### config.mk
export PLATFORM = sky130hd
export DESIGN_NAME = regfile_wb_arbiter
export DESIGN_NICKNAME = d
export VERILOG_FILES = /design/src/rtl/mips_pkg.sv /design/src/rtl/rr_arb2.sv /design/src/rtl/regfile_wb_arbiter.sv
export SDC_FILE = /design/constraint.sdc
export NUM_CORES = 1
export LEC_CHECK = 0
export CAP_MARGIN = 10
export CORE_UTILIZATION = 51
export CTS_CLUSTER_DIAMETER = 100
export CTS_CLUSTER_SIZE = 40
export DETAILED_ROUTE_END_ITERATION = 6
export PLACE_DENSITY = 0.86
export SLEW_MARGIN = 20
export SYNTH_ARGS = -nofsm -noshare
export SYNTH_HDL_FRONTEND = slang
export SYNTH_SLANG_ARGS = --single-unit
### constraint.sdc
create_clock -name clk -period 7.5 [get_ports clk]
set_input_delay 1.875 -clock clk [delete_from_list [all_inputs] [get_ports clk]]
set_output_delay 1.875 -clock clk [all_outputs]
set_load 0.05 [all_outputs]
### src/rtl/mips_pkg.sv
// Shared constants for the register-file writeback path: requester ids and the hardwired zero register.
package mips_pkg;

    typedef enum logic {
        REQ_ALU = 1'b0,
        REQ_MEM = 1'b1
    } req_id_t;

    localparam int ZERO_REG = 0;

endpackage

### src/rtl/rr_arb2.sv
// Two-way round-robin selector between the ALU and load writeback requesters.
module rr_arb2
    import mips_pkg::*;
(
    input  logic clk,
    input  logic rst_n,
    input  logic req_alu,
    input  logic req_mem,
    output logic gnt_alu,
    output logic gnt_mem
);

    req_id_t last;

    always_comb begin
        gnt_alu = req_alu;
        gnt_mem = req_mem;
        if (req_alu && req_mem) begin
            gnt_alu = (last == REQ_MEM);
            gnt_mem = (last == REQ_ALU);
        end
    end

    // Every grant is an acceptance, so the pointer follows each grant.
    always_ff @(posedge clk or negedge rst_n) begin
        if (!rst_n) begin
            last <= REQ_MEM;
        end else if (gnt_alu) begin
            last <= REQ_ALU;
        end else if (gnt_mem) begin
            last <= REQ_MEM;
        end
    end

endmodule

### src/rtl/regfile_wb_arbiter.sv
// Writeback arbiter for the register file with a pending-write scoreboard.
// Defining RF_BYPASS_EN adds forwarding outputs q1_hit/q2_hit/q1_data/q2_data.
module regfile_wb_arbiter
    import mips_pkg::*;
#(
    parameter int DATA_W = 32,
    parameter int ADDR_W = 5
) (
    input  logic              clk,
    input  logic              rst_n,
    input  logic              alu_valid,
    output logic              alu_ready,
    input  logic [ADDR_W-1:0] alu_reg,
    input  logic [DATA_W-1:0] alu_data,
    input  logic              mem_valid,
    output logic              mem_ready,
    input  logic [ADDR_W-1:0] mem_reg,
    input  logic [DATA_W-1:0] mem_data,
    input  logic              rsv_valid,
    input  logic [ADDR_W-1:0] rsv_reg,
    input  logic [ADDR_W-1:0] q1_reg,
    input  logic [ADDR_W-1:0] q2_reg,
    output logic              q1_busy,
    output logic              q2_busy,
    output logic              regWrite,
    output logic [ADDR_W-1:0] writeReg,
    output logic [DATA_W-1:0] writeData,
    output logic              rsv_err
`ifdef RF_BYPASS_EN
    ,
    output logic              q1_hit,
    output logic              q2_hit,
    output logic [DATA_W-1:0] q1_data,
    output logic [DATA_W-1:0] q2_data
`endif
);

    localparam int NREG = 1 << ADDR_W;
    localparam logic [ADDR_W-1:0] ZERO_IDX = ADDR_W'(ZERO_REG);

    logic              gnt_alu;
    logic              gnt_mem;
    logic              acc;
    logic [ADDR_W-1:0] acc_reg;
    logic [DATA_W-1:0] acc_data;
    logic [NREG-1:0]   busy;
    logic [NREG-1:0]   clr_mask;
    logic [NREG-1:0]   set_mask;
    logic              rsv_conflict;

    rr_arb2 u_arb (
        .clk     (clk),
        .rst_n   (rst_n),
        .req_alu (alu_valid),
        .req_mem (mem_valid),
        .gnt_alu (gnt_alu),
        .gnt_mem (gnt_mem)
    );

    assign alu_ready = gnt_alu;
    assign mem_ready = gnt_mem;
    assign acc       = gnt_alu | gnt_mem;
    assign acc_reg   = gnt_alu ? alu_reg  : mem_reg;
    assign acc_data  = gnt_alu ? alu_data : mem_data;

    // Set is applied after clear so a same-edge reservation wins.
    always_comb begin
        clr_mask = '0;
        set_mask = '0;
        if (acc) clr_mask[acc_reg] = 1'b1;
        if (rsv_valid) set_mask[rsv_reg] = 1'b1;
        set_mask[ZERO_REG] = 1'b0;
    end

    assign rsv_conflict = rsv_valid && busy[rsv_reg] && !(acc && (acc_reg == rsv_reg));

    always_ff @(posedge clk or negedge rst_n) begin
        if (!rst_n) begin
            busy    <= '0;
            rsv_err <= 1'b0;
        end else begin
            busy <= (busy & ~clr_mask) | set_mask;
            if (rsv_conflict) rsv_err <= 1'b1;
        end
    end

    // Writes to the zero register are accepted but dropped before the output stage.
    always_ff @(posedge clk or negedge rst_n) begin
        if (!rst_n) begin
            regWrite  <= 1'b0;
            writeReg  <= '0;
            writeData <= '0;
        end else begin
            regWrite <= acc && (acc_reg != ZERO_IDX);
            if (acc && (acc_reg != ZERO_IDX)) begin
                writeReg  <= acc_reg;
                writeData <= acc_data;
            end
        end
    end

    assign q1_busy = busy[q1_reg];
    assign q2_busy = busy[q2_reg];

`ifdef RF_BYPASS_EN
    assign q1_hit  = regWrite && (writeReg == q1_reg) && (q1_reg != ZERO_IDX);
    assign q2_hit  = regWrite && (writeReg == q2_reg) && (q2_reg != ZERO_IDX);
    assign q1_data = q1_hit ? writeData : '0;
    assign q2_data = q2_hit ? writeData : '0;
`endif

endmodule

==> results by group, run 1 <==
GRT
  – Largest net degree at the start of global routing: 73
  – Grt total ovfl: 0
  – Vias in the first global route: 3931
  – First-pass GRT wire length: 19700 microns
  – Initial antenna violation count: 0
  – GR Util All Layers: 29.0%

Floorplanning
  – DIE WIDTH: 95.4 microns
  – Core area: 8340 sq um
  – Initial core utilization: 53.3%
  – Full die area: 9090 sq um
  – Die Ht: 95.4 microns
  – Row count: 33
  – Ports: 137

CTS
  – Post-CTS setup buffers: 0
  – Htree depth: 3
  – Hold buffer count at cts: 0
  – Maximum clock path buffer count: 2
  – Worst-path clk slew: 0.07 ns
  – TritonCTS clock tree: done
  – Latest clock arrival within the worst-skew pair: 0.35 ns
  – Clk root buf: clkbuf_8
  – Post-cts sizing count: 0
  – Clk sinks: 72
  – Num CTS Buffers: 9

Logic synthesis
  – EDFF count, synth: 0
  – Avg Inst Size Synth: 10.5 sq um
  – Synth Flop Type: dfrtp_1
  – Netlist Area Pre-Place: 4440 sq um
  – Adder-cell share of the synthesized area: 0%
  – Largest family of logic cells by synthesized area: multiplexers
  – Synthesized Nets: 517
  – Post-Synth XOR/XNOR Area: 0.985%
  – Sequential area share after synthesis: 40.6%
  – Cell variety after synth: 62
  – FF+latch count, synth: 72
  – Async set or reset register ratio after synthesis: 100%
  – Post-synthesis simple-gate area fraction: 14.8%
  – Compound-gate portion of the synthesized area: 15.4%
  – Mux contribution to synthesized area: 24.0%
  – Post-Syn Instances: 423
  – Yosys warnings: 0

Flow run
  – Number of max-cap violations: 0

Worst setup path
  – R2r worst-path depth: 7
  – WP data arrival: 4.68 ns
  – WP data required: 5.62 ns
  – CP Capture Type: primary output
  – Slowest-stage cell, CP: clkdlybuf4s50_1
  – Worst reg2reg endpoint: busy[14]
  – Worst path bufs/invs: 2
  – Worst path max stage delay: 0.77 ns
  – Max FO, Critical Path: 8
  – R2R setup slack: 4.39 ns
  – R2R Path Start: u_arb.last
  – Crit path launch type: input pin
  – CP cell instances: clkdlybuf4s50_1, mux4_2, mux4_2, mux2_2, clkdlybuf4s50_1
  – Family with the most delay on the worst path: buffers and inverters
  – Critical path type: in2out

Layout
  – Register Area: 1800 sq um
  – Layout cells sized above 1: 14.5%
  – Area growth syn-to-layout: 35.4%
  – # fillers: 611
  – Commonest non-fill, non-tap cells in the layout: 135 x clkdlybuf4s50_1, 99 x nand2_1, 71 x dfrtp_1
  – Post-Layout Inst Area: 6020 sq um
  – Leading cell type in the layout, fill and taps excluded: clkdlybuf4s50_1
  – NumNets Final: 641
  – N_diodes: 0
  – Multi-input logic area: 2460 sq um

STA
  – RSZ-0062 raised after global routing: no
  – Setup TNS: 0 ns
  – Final setup vio count: 0
  – Crit share post-route: 87.3%
  – Number of hold violations in the final report: 0
  – Max Clock Freq: 153 MHz
  – Final Max Tran Viols: 0
  – Headroom to the max-slew limit: 34.4%
  – Crit path time final: 6.55 ns
  – Worst Skew: 0.0149 ns
  – Worst-Margin Slew: 0.982 ns

Routing
  – Initial DRT Pass Iterations: 5
  – Final WL: 12800 microns
  – ANT nets after route: 0
  – Via Count: 4013
  – DR WL/cell: 19.4 microns
  – Remaining DRCs: 0
  – Avg Vias per Cell: 6.11
  – Iter 0 DRT Violations: 398

Hold path
  – WHS Path Cells: 1
  – Hold Path Origin: writeData[9]
  – Min-Delay Path Class: reg2reg
  – WHS Endpoint: writeData[9]

Pwr
  – Pwr dens: 241 nW/um^2
  – LEAKAGE: 2.49 nW
  – VDD IR max: 119 uV

Placed design
  – Gp weighted congestion: 1.01
  – Post-DP Area: 5800 sq um
  – Detailed Place HPWL: 9540 microns
  – Port Buffers: 136

Outcome
  – Status: complete, no violations
## where the power goes
group	total [W]	switching, W	internal [W]	leakage (nW)
Clock	0.000318	0.000145	0.000173	0.0988
Combinational	0.000567	0.000304	0.000262	1.52
Sequential	0.000564	0.0000916	0.000472	0.872
Total	0.00145	0.000542	0.000907	2.49
## per-layer routing
metal	up-vias	global-route usage, %	part of all wire (%)
met5	-	0	0
met4	0	13.3	2.7
met3	39	6.94	9.0
met2	247	46.9	49
met1	1908	36.7	39
li1	1819	-	-
## worst max-delay path by stage
stage / from / endpoint / slack [ns] / cells past startpoint
2_1_floorplan: q1_reg[1] / q1_busy / 2.11 / 4
3_3_place_gp: q1_reg[0] / q1_busy / 1.01 / 5
3_5_place_dp: q2_reg[0] / q2_busy / 0.93 / 5
4_1_cts: q2_reg[0] / q2_busy / 0.93 / 5
5_1_grt: q1_reg[0] / q1_busy / 0.82 / 5
6_report: q2_reg[0] / q2_busy / 0.95 / 5
## kinds of logic after synthesis
| family | Yosys count |
|---|---|
| flip-flops | 72 |
| XOR/XNOR | 5 |
| AND/OR/NAND/NOR | 143 |
| buffers and inverters | 36 |
| multiplexers | 68 |
| AO/OA/AOI/OAI | 99 |
## flip-flops by register name, indices dropped and copies added (netlist names)
name	count
rsv_err	1
busy	32
regWrite	1
writeReg	5
writeData	32
u_arb.last	1
## synthesized netlist by cell type (all sizes together) (2+ instances only)
cell type | number | share of area, %
o21ai | 40 | 4.5
o41ai | 10 | 2.0
or2 | 3 | 0.42
or4 | 2 | 0.42
nand2b | 5 | 0.70
nand3b | 5 | 0.84
inv | 10 | 0.84
o2bb2ai | 3 | 0.59
buf | 21 | 3.0
a22oi | 2 | 0.34
clkbuf | 5 | 0.42
a31oi | 3 | 0.76
mux2i | 5 | 1.1
or3 | 2 | 0.28
a21boi | 2 | 0.42
nor2 | 4 | 0.34
a21oi | 5 | 0.56
xnor2 | 4 | 0.79
nand2 | 100 | 8.5
o31a | 2 | 0.42
o22ai | 4 | 0.56
o2111ai | 2 | 0.39
mux2 | 38 | 10
and2 | 2 | 0.31
and3 | 2 | 0.51
nor2b | 3 | 0.42
o31ai | 14 | 2.4
nor4 | 3 | 0.56
mux4 | 25 | 13
dfrtp | 71 | 40
nand3 | 10 | 1.1
## through the flow
step           hold slack [ns]  total power (W)  std cells  util, %  worst slack, ns
5_1_grt                  0.504          0.00151        657     72.1            0.821
3_5_place_dp             0.465          0.00113        641     69.6            0.928
2_1_floorplan            0.483         0.000913        423        -             2.11
3_3_place_gp             0.466          0.00111        641     69.6             1.01
4_1_cts                  0.492          0.00145        657     72.1            0.927
6_report                 0.487          0.00145        657     72.1            0.950
## area by class of cell
type                       count  share of cell area [%]
tap                          105                    2.18
inverter                      10                   0.624
clock buffer                  12                    2.58
clock inverter                 4                   0.894
timing repair buffer         139                    22.9
multi-input combinational    315                    40.8
sequential                    72                    30.0
Note: power is estimated with default switching activity, not from simulation.
==> run 2, diff against run 1 <==
CORE_UTILIZATION = 43   (was 51)
PLACE_DENSITY = 0.77   (was 0.86)
clock period = 6 ns   (was 7.5 ns; I/O delays follow)
==> results by group, run 2 (synthesis gave the netlist of run 1 again) <==
Outcome
  – Status: complete, no violations

Floorplanning
  – Full die area: 10700 sq um
  – Core area: 9910 sq um
  – Die Ht: 104 microns
  – Ports: 137
  – DIE WIDTH: 104 microns
  – Row count: 36
  – Initial core utilization: 44.8%

CTS
  – Htree depth: 3
  – Clk sinks: 72
  – Clk root buf: clkbuf_8
  – Hold buffer count at cts: 0
  – TritonCTS clock tree: done
  – Post-cts sizing count: 0
  – Num CTS Buffers: 9
  – Post-CTS setup buffers: 0
  – Latest clock arrival within the worst-skew pair: 0.35 ns
  – Maximum clock path buffer count: 2
  – Worst-path clk slew: 0.07 ns

Pwr
  – Int Pwr: 0.00113 W
  – LEAKAGE: 2.50 nW
  – Gate power share: 39.0%
  – Pwr dens: 300 nW/um^2
  – Clock Power Share: 22.1%
  – Final total power: 0.00181 W
  – VDD IR max: 138 uV
  – Seq pwr share: 38.9%
  – Sw frac: 37.6%
  – Switch Pwr: 0.000682 W

Worst setup path
  – Critical path type: in2out
  – Worst path bufs/invs: 2
  – CP cell instances: clkdlybuf4s50_1, mux4_2, mux4_2, mux2_2, clkdlybuf4s50_1
  – Max FO, Critical Path: 8
  – Worst path max stage delay: 0.81 ns
  – R2R setup slack: 2.80 ns
  – Crit path launch type: input pin
  – Family with the most delay on the worst path: buffers and inverters
  – WP data required: 4.50 ns
  – WP data arrival: 4.32 ns
  – Slowest-stage cell, CP: clkdlybuf4s50_1
  – CP Capture Type: primary output

STA
  – Hold WS: 0.488 ns
  – Headroom to the max-slew limit: 28.6%
  – Number of hold violations in the final report: 0
  – Crit path time final: 5.82 ns
  – Final Max Tran Viols: 0
  – RSZ-0062 raised after global routing: no
  – Worst Skew: 0.00643 ns
  – Worst-Margin Slew: 1.07 ns
  – Final setup vio count: 0
  – Crit share post-route: 97.0%
  – Max Clock Freq: 172 MHz
  – Setup TNS: 0 ns

Routing
  – Remaining DRCs: 0
  – Initial DRT Pass Iterations: 5
  – ANT nets after route: 0
  – Via Count: 3974
  – Iter 0 DRT Violations: 299
  – Avg Vias per Cell: 5.79
  – DR WL/cell: 19.0 microns
  – Final WL: 13000 microns

GRT
  – Vias in the first global route: 4028
  – Grt total ovfl: 0
  – Initial antenna violation count: 0
  – First-pass GRT wire length: 20500 microns
  – Largest net degree at the start of global routing: 73
  – GR Util All Layers: 24.4%

Layout
  – N_diodes: 0
  – Post-Layout Inst Area: 6050 sq um
  – Commonest non-fill, non-tap cells in the layout: 133 x clkdlybuf4s50_1, 99 x nand2_1, 71 x dfrtp_1
  – NumNets Final: 642
  – Registers with the most flip-flops: busy x32, writeData x32, writeReg x5
  – Leading cell type in the layout, fill and taps excluded: clkdlybuf4s50_1
  – Area growth syn-to-layout: 36.1%
  – Layout cells sized above 1: 15.0%

Flow run
  – Number of max-cap violations: 0

Placed design
  – Port Buffers: 136
  – Post-DP Area: 5840 sq um
  – Gp weighted congestion: 1.10
  – Detailed Place HPWL: 9750 microns

Hold path
  – Min-Delay Path Class: reg2reg
run 2: path summary, 6_finish.rpt:
kind / startpoint / cells past startpoint / end
max in group asynchronous: rst_n / 2 / writeData[29]
min reg2reg: writeData[12] / 1 / writeData[12]
max: q1_reg[0] / 5 / q1_busy
max reg2reg: u_arb.last / 7 / busy[14]
min in group asynchronous: rst_n / 2 / busy[14]
min: writeData[12] / 1 / writeData[12]
run 2: area by class of cell:
type / instances / area (sq um)
Timing Repair Buffer: 140 / 1380
Fill cell: 830 / 3860
Inverter: 10 / 37.5
Tap cell: 133 / 166
Clock buffer: 11 / 151
Clock inverter: 5 / 55.1
Sequential cell: 72 / 1800
Multi-Input combinational cell: 315 / 2450
run 2: power groups by stage:
stage / sequential (W) / clock, W / combinational (W)
after global placement: 0.000704 / 0 / 0.000689
after floorplan: 0.000807 / 0 / 0.000334
after detailed placement: 0.000709 / 0 / 0.000706
after CTS: 0.000700 / 0.000411 / 0.000708
final: 0.000704 / 0.000401 / 0.000707
after global routing: 0.000713 / 0.000425 / 0.000749
run 2: worst reg2reg max path, cell delays in order (launching register included):
cell and delay (ns):
dfstp_2 0.55, nand2b_1 0.37, nand2_2 0.49, inv_2 0.18
buf_4 0.36, a31oi_1 0.40, or4_1 0.59, o2bb2ai_1 0.14
run 2: routing by layer:
layer	global-route usage [%]	wire (microns)	vias to the layer above
met4	10.7	349	0
li1	-	-	1811
met5	0	0	-
met2	40.7	6480	213
met3	5.98	1110	35
met1	29.9	5120	1915
run 2: per-stage QoR:
stage	util, %	setup WS (ns)	std cells
floorplan	-	1.36	423
global placement	59.0	0.265	670
detailed placement	59.0	0.169	670
CTS	61.0	0.166	686
global route	61.0	0.0939	686
finish	61.0	0.178	686
